### config.mk
export PLATFORM = sky130hd
export DESIGN_NAME = cpu_clk_reset_gen
export DESIGN_NICKNAME = d
export VERILOG_FILES = /design/src/rtl/cpu_clk_reset_gen.sv
export SDC_FILE = /design/constraint.sdc
export NUM_CORES = 1
export LEC_CHECK = 0
export ABC_AREA = 1
export CELL_PAD_IN_SITES_DETAIL_PLACEMENT = 1
export CELL_PAD_IN_SITES_GLOBAL_PLACEMENT = 1
export CORE_MARGIN = 5
export CORE_UTILIZATION = 45
export CTS_CLUSTER_SIZE = 14
export DETAILED_ROUTE_END_ITERATION = 7
export GPL_ROUTABILITY_DRIVEN = 0
export PLACE_DENSITY_LB_ADDON = 0.1
export SYNTH_ARGS = -nofsm -noshare
export SYNTH_HDL_FRONTEND = slang
export SYNTH_SLANG_ARGS = --single-unit
### constraint.sdc
create_clock -name clk_50 -period 2.05 [get_ports clk_50]
set_input_delay 0.3075 -clock clk_50 [delete_from_list [all_inputs] [get_ports clk_50]]
set_output_delay 0.3075 -clock clk_50 [all_outputs]
set_load 0.01 [all_outputs]
### src/rtl/cpu_clk_reset_gen.sv
// cpu_clk_reset_gen: 65C02 phi2 clock divider and debounced CPU reset sequencer.
//
// Ports:
//   clk_50       in  fabric clock; all state updates on its rising edge
//   rst_n        in  asynchronous active-low reset
//   button_reset in  raw board button, active-low, asynchronous to clk_50
//   cpu_phi2     out registered CPU clock, 50% duty, period 2*DIV_HALF cycles
//   cpu_resb     out registered CPU reset, active-low
//   phi2_rise    out one-cycle strobe in the first clk_50 cycle with cpu_phi2 high
//   phi2_fall    out one-cycle strobe in the first clk_50 cycle with cpu_phi2 low
module cpu_clk_reset_gen #(
    parameter int DIV_HALF          = 12,
    parameter int DEBOUNCE_CYCLES   = 65536,
    parameter int RESET_PHI2_CYCLES = 8
) (
    input  logic clk_50,
    input  logic rst_n,
    input  logic button_reset,
    output logic cpu_phi2,
    output logic cpu_resb,
    output logic phi2_rise,
    output logic phi2_fall
);
    localparam int DW = $clog2(DIV_HALF);
    localparam int BW = $clog2(DEBOUNCE_CYCLES);
    localparam int HW = $clog2(RESET_PHI2_CYCLES);
    localparam logic [DW-1:0] DIV_MAX  = DW'(DIV_HALF - 1);
    localparam logic [BW-1:0] DB_MAX   = BW'(DEBOUNCE_CYCLES - 1);
    localparam logic [HW-1:0] HOLD_MAX = HW'(RESET_PHI2_CYCLES - 1);

    typedef enum logic {HOLD, RUN} state_t;

    logic [DW-1:0] div_q, div_d;
    logic          phi2_q, phi2_d;
    logic          rise_q, rise_d;
    logic          fall_q, fall_d;
    logic [1:0]    sync_q, sync_d;
    logic [BW-1:0] db_cnt_q, db_cnt_d;
    logic          btn_db_q, btn_db_d;
    logic [HW-1:0] hold_q, hold_d;
    state_t        state_q, state_d;
    logic          resb_q, resb_d;
    logic          wrap, differ, db_done, btn_ok;

    always_comb begin
        wrap     = div_q == DIV_MAX;
        div_d    = wrap ? '0 : div_q + DW'(1);
        phi2_d   = phi2_q ^ wrap;
        rise_d   = wrap & ~phi2_q;
        fall_d   = wrap & phi2_q;
        sync_d   = {sync_q[0], button_reset};
        differ   = sync_q[1] != btn_db_q;
        db_done  = differ && db_cnt_q == DB_MAX;
        db_cnt_d = (differ && !db_done) ? db_cnt_q + BW'(1) : '0;
        btn_db_d = db_done ? sync_q[1] : btn_db_q;
        // Counting needs the button released both now and after this edge, so a
        // release coinciding with a fall is not counted and a press coinciding
        // with the final fall keeps the CPU in reset.
        btn_ok   = btn_db_q & btn_db_d;
        state_d  = state_q;
        hold_d   = hold_q;
        unique case (state_q)
            HOLD: begin
                if (!btn_ok) begin
                    hold_d = '0;
                end else if (fall_d) begin
                    state_d = hold_q == HOLD_MAX ? RUN : HOLD;
                    hold_d  = hold_q == HOLD_MAX ? '0 : hold_q + HW'(1);
                end
            end
            RUN: begin
                if (!btn_db_q) begin
                    state_d = HOLD;
                    hold_d  = '0;
                end
            end
            default: begin
                state_d = HOLD;
                hold_d  = '0;
            end
        endcase
        resb_d = state_d == RUN;
    end

    always_ff @(posedge clk_50 or negedge rst_n) begin
        if (!rst_n) begin
            div_q    <= '0;
            phi2_q   <= 1'b0;
            rise_q   <= 1'b0;
            fall_q   <= 1'b0;
            sync_q   <= 2'b11;
            db_cnt_q <= '0;
            btn_db_q <= 1'b0;
            hold_q   <= '0;
            state_q  <= HOLD;
            resb_q   <= 1'b0;
        end else begin
            div_q    <= div_d;
            phi2_q   <= phi2_d;
            rise_q   <= rise_d;
            fall_q   <= fall_d;
            sync_q   <= sync_d;
            db_cnt_q <= db_cnt_d;
            btn_db_q <= btn_db_d;
            hold_q   <= hold_d;
            state_q  <= state_d;
            resb_q   <= resb_d;
        end
    end

    assign cpu_phi2  = phi2_q;
    assign cpu_resb  = resb_q;
    assign phi2_rise = rise_q;
    assign phi2_fall = fall_q;
endmodule
* Yosys cells after proc, flatten, opt, wreduce, memory -nomap -nowiden
Index checks and enable logic that the tools add are counted.
** Word-level totals
- Bits of input ports :: 3
- Register bits after elaboration :: 30
- Bits in writable memories :: 0
- Memory bits (read-only) :: 0
- Latch bits :: 0
- Memories :: 0
** Operators by class
- Reductions and logical operators :: 4
- Eq/ne operators :: 6
- $mul :: 0
- Magnitude comparators :: 0
- Divide/modulo/power cells :: 0
- Shift-type cells :: 0
- $add $sub $neg :: 3
- Multiplexer cells :: 13
- Bitwise operators :: 6
** Operators with widths (number)
- 16-bit by 1-bit adder with 16-bit output, second input constant :: 1
- 16-bit == test, second input constant :: 1
- 16-bit two-way mux :: 1
- 3-bit two-way mux :: 4
- 3-bit case mux with 2 select lines :: 1
- 1-bit two-way mux :: 5
- 4-bit by 1-bit adder with 4-bit output, second input constant :: 1
- 4-bit == test, second input constant :: 1
- 4-bit two-way mux :: 1
- 3-bit by 1-bit adder with 3-bit output, second input constant :: 1
- 1-bit AND :: 3
- 3-bit == test, second input constant :: 1
- 3-bit != test, second input constant :: 1
- 1-bit logical AND :: 2
- 2-bit != test, second input constant :: 1
- 1-bit inverter :: 2
- 1-bit case mux with 2 select lines :: 1
- 2-bit AND reduction :: 1
- 1-bit logical NOT :: 1
- 1-bit != test :: 1
- 1-bit XOR :: 1

* Logic depth before layout (Yosys ltp)
- Word-level depth :: 6
- Gate-level depth with buffers :: 9
- Depth with buffers taken out :: 9

* Worst setup path after synthesis
OpenSTA, ideal clock, no wires.
- Path type :: reg-to-reg
- Start :: register db_cnt_q[0]
- End :: register db_cnt_q[5]
- Cell stages (with the launch flop) :: 9
- Slack :: 0.600 ns
- Path buffers :: 1
- Arrival :: 1.370 ns
- Data required time :: 1.970 ns
- Library setup time :: 0.080 ns
- Path through :: dfrtp_1 -> ha_1 -> nand3_1 -> nor2_4 -> and2_4 -> nor2_4 -> inv_4 -> buf_8 -> nor3_2
** Between the ends
- Cells in the longest elaborated chain, start to end :: 5
** Ends and longest elaborated chain
- start: declaration :: line 38 : logic [BW-1:0] db_cnt_q, db_cnt_d;
- start signal: assignment :: line 103 : db_cnt_q <= db_cnt_d;
- parallel branches: the longest is 4 deep, another holds 16-bit by 1-bit adder with 16-bit output
- 16-bit two-way mux * :: line 54 : db_cnt_d = (differ && !db_done) ? db_cnt_q + BW'(1) : '0;
- named net db_cnt_d[5] :: line 38
Mark *: on every way through the listed nets, which the timed path passes.
A chain may end at the register's enable or synchronous reset.

* Worst setup path after layout
- Start :: register db_cnt_q[0]
- End :: register db_cnt_q[15]
Same word-level chain as after synthesis.

==> impl_metrics.ini <==
[worst_setup_path]
crit_chain = ha_1 -> nand3_1 -> nor2_4 -> and2_4 -> nor2_4 -> inv_4 -> nor3b_1
cp_top_family = simple AND/OR/NAND/NOR gates
slowest_stage = dfrtp_1
cp_num_buf_inv = 1
cp-start-kind = flip-flop
crit_top_cell = nor2_4
cp.required_ns = 2.30
critPathMaxFanout = 11
rr_worst_depth = 7
cp.depth = 7
path_class = reg -> reg
worstPathArrival_ns = 1.92
critPathMaxStageDelay_ns = 0.41
cp-end-kind = flip-flop

[grt]
use_met1_pct = 19.0
track_usage_pct = 16.6
grt_pass1_vias = 1238
grt_max_degree = 31
antenna_found_initial = 0
overflow = 0
met2_usage_pct = 27.7
grt_pass1_wl_um = 5470
use_met3_pct = 5.49
grt-busiest-layer = met2

[synthesis]
ys_types = 27
avgSynthCellArea_um2 = 8.94
synthesis.nets = 175
synth-edff-count = 0
synth_seq_cells = 30
seq_area_frac_synth_pct = 50.8
synth_top_area_share_pct = 47.2
synthTopCellsByArea = dfrtp_1 47%, nand2_1 7.3%, inv_1 5.6%
yosysTopAreaCell = dfrtp_1
syn_inst = 166
synthFlopType = dfrtp_1
ys_top_cells_by_count = 29 x nand2_1, 28 x dfrtp_1, 22 x inv_1
synth_most_common_cell = nand2_1
async_reset_ff_share_pct = 100
netlist_area_mm2 = 0.00148
ys_warn_count = 0

[power]
powerDensity_mw_per_mm2 = 665
p_int_uw = 863
power_frac_clock_pct = 42.1
p_sw_share_pct = 22.0
switching_power_uw = 243
comb_power_share_pct = 3.2
finalPower_mw = 1.11
p_leak_nw = 0.740
pwr-share-seq_pct = 54.6
ir_worst_vdd_v = 0.000457

[timing]
tightest_slew_ns = 0.387
hold_viol = 0
clock_skew_ns = 0.0103
maxSlewViolCount = 0
fin_ws_ns = 0.375
min_period_over_period_pct = 81.7
whs_ns = 0.356
max_freq_ghz = 0.597
final.setup.tns_ns = 0
rsz0062_at_grt = false
slew_headroom_pct = 74.2
fin_crit_ns = 1.68
setup_viol = 0

[layout]
nets = 187
drive_gt1_share_pct = 14.0
syn_to_final_growth_pct = 12.1
fin_util_pct = 53.6
seqCellArea_um2 = 753
multi_input_area_um2 = 618
design_area_mm2 = 0.00166
fin_cells = 223
antenna_cells = 0
n_fill_cell = 399

[clock_tree]
clock-sinks = 30
cts_tree = yes
insertion_delay_ns = 0.34
clock_path_buffers = 2
ctsHoldBuffers = 0
cts_buffers = 5
clk_pin_slew_ns = 0.10
cts_setup_buffers = 0
htree_num_levels = 2
root_buffer = clkbuf_4
ctsResizeCount = 0

[route]
drtIter0Drc = 45
vias_per_cell = 5.08
vias = 1132
ant_nets = 0
dr.pass1.iters = 4
wl_per_cell_um = 13.7
wirelength_um = 3060
drc = 0

[floorplanning]
die_h_um = 67.4
initial_core_util_pct = 47.8
die_area_mm2 = 0.00455
die_width_um = 67.4
rows = 20
fp.coreArea_mm2 = 0.00310
io_pins = 7

[placed_design]
placed_area_mm2 = 0.00159
io_buffers = 6
placed_cells = 215
pre_cts_ws_ns = 0.378
dp_hpwl_um = 2300

[run]
maxCapViolations = 0

[min_path]
worstHoldPathType = in -> async

[status]
status = completed
[registers in the layout (all words and copies together), names as in the netlist]
signal     count
btn_db_q       1
cpu_resb       1
phi2_rise      1
hold_q         3
sync_q         2
div_q          4
cpu_phi2       1
db_cnt_q      16
phi2_fall      1
[path summary, 6_finish.rpt]
kind / from / slack, ns / to
setup / recovery: db_cnt_q[0]$_DFF_PN0_ / 0.37 / db_cnt_q[15]$_DFF_PN0_
hold / removal: rst_n / 0.36 / db_cnt_q[2]$_DFF_PN0_
setup reg to reg: db_cnt_q[0]$_DFF_PN0_ / 0.37 / db_cnt_q[15]$_DFF_PN0_
hold reg to reg: sync_q[0]$_DFF_PN1_ / 0.36 / sync_q[1]$_DFF_PN1_
max in group asynchronous: rst_n / 1.35 / sync_q[0]$_DFF_PN1_
min in group clk_50: sync_q[0]$_DFF_PN1_ / 0.36 / sync_q[1]$_DFF_PN1_
[worst reg2reg max path, cell delays in order (launching register included)]
cell and delay [ns]:
dfrtp_1 0.41, ha_1 0.24, nand3_1 0.19, nor2_4 0.10, and2_4 0.18, nor2_4 0.16, inv_4 0.11, nor3b_1 0.20
[cell type report]
cell class / count / share of cell area, %
clock buffer: 5 / 2.26
inverter: 24 / 5.56
tap: 44 / 3.31
timing repair buffer: 7 / 4.06
sequential: 30 / 45.3
multi-input combinational: 110 / 37.1
clock inverter: 3 / 2.41
[logic make-up after synthesis]
group           share of synthesized area [%]
simple gates                             27.8
flops                                    50.8
buf+inv                                  7.59
compound gates                           5.82
fa+ha+maj                                5.06
xor+xnor                                 2.95
[layout by cell type, fill, tap and decap left out, drive strengths merged]
| master | instances |
|---|---|
| bufinv | 1 |
| xnor2 | 4 |
| xor2 | 1 |
| and2 | 1 |
| nand2 | 30 |
| nand3 | 10 |
| dfstp | 2 |
| clkinv | 2 |
| nor3b | 1 |
| nand4 | 7 |
| nor2 | 26 |
| clkbuf | 5 |
| ha | 6 |
| inv | 24 |
| clkdlybuf4s50 | 6 |
| o21a | 1 |
| dfrtp | 28 |
| o21ai | 9 |
| a21oi | 6 |
| buf | 1 |
| nor3 | 8 |
[power by group through the flow]
stage / Combinational, mW / Sequential [mW] / Clock [mW]
detailed placement: 0.0371 / 0.616 / 0
finish: 0.0358 / 0.604 / 0.466
global placement: 0.0352 / 0.615 / 0
floorplan: 0.0185 / 0.615 / 0
CTS: 0.0375 / 0.604 / 0.483
global route: 0.0418 / 0.605 / 0.515
[per-layer routing]
metal	vias up	wire length, um
met5	-	0
met4	0	76
met3	8	91
met2	14	1520
met1	549	1370
li1	561	-
(Power assumes the default switching activity.)
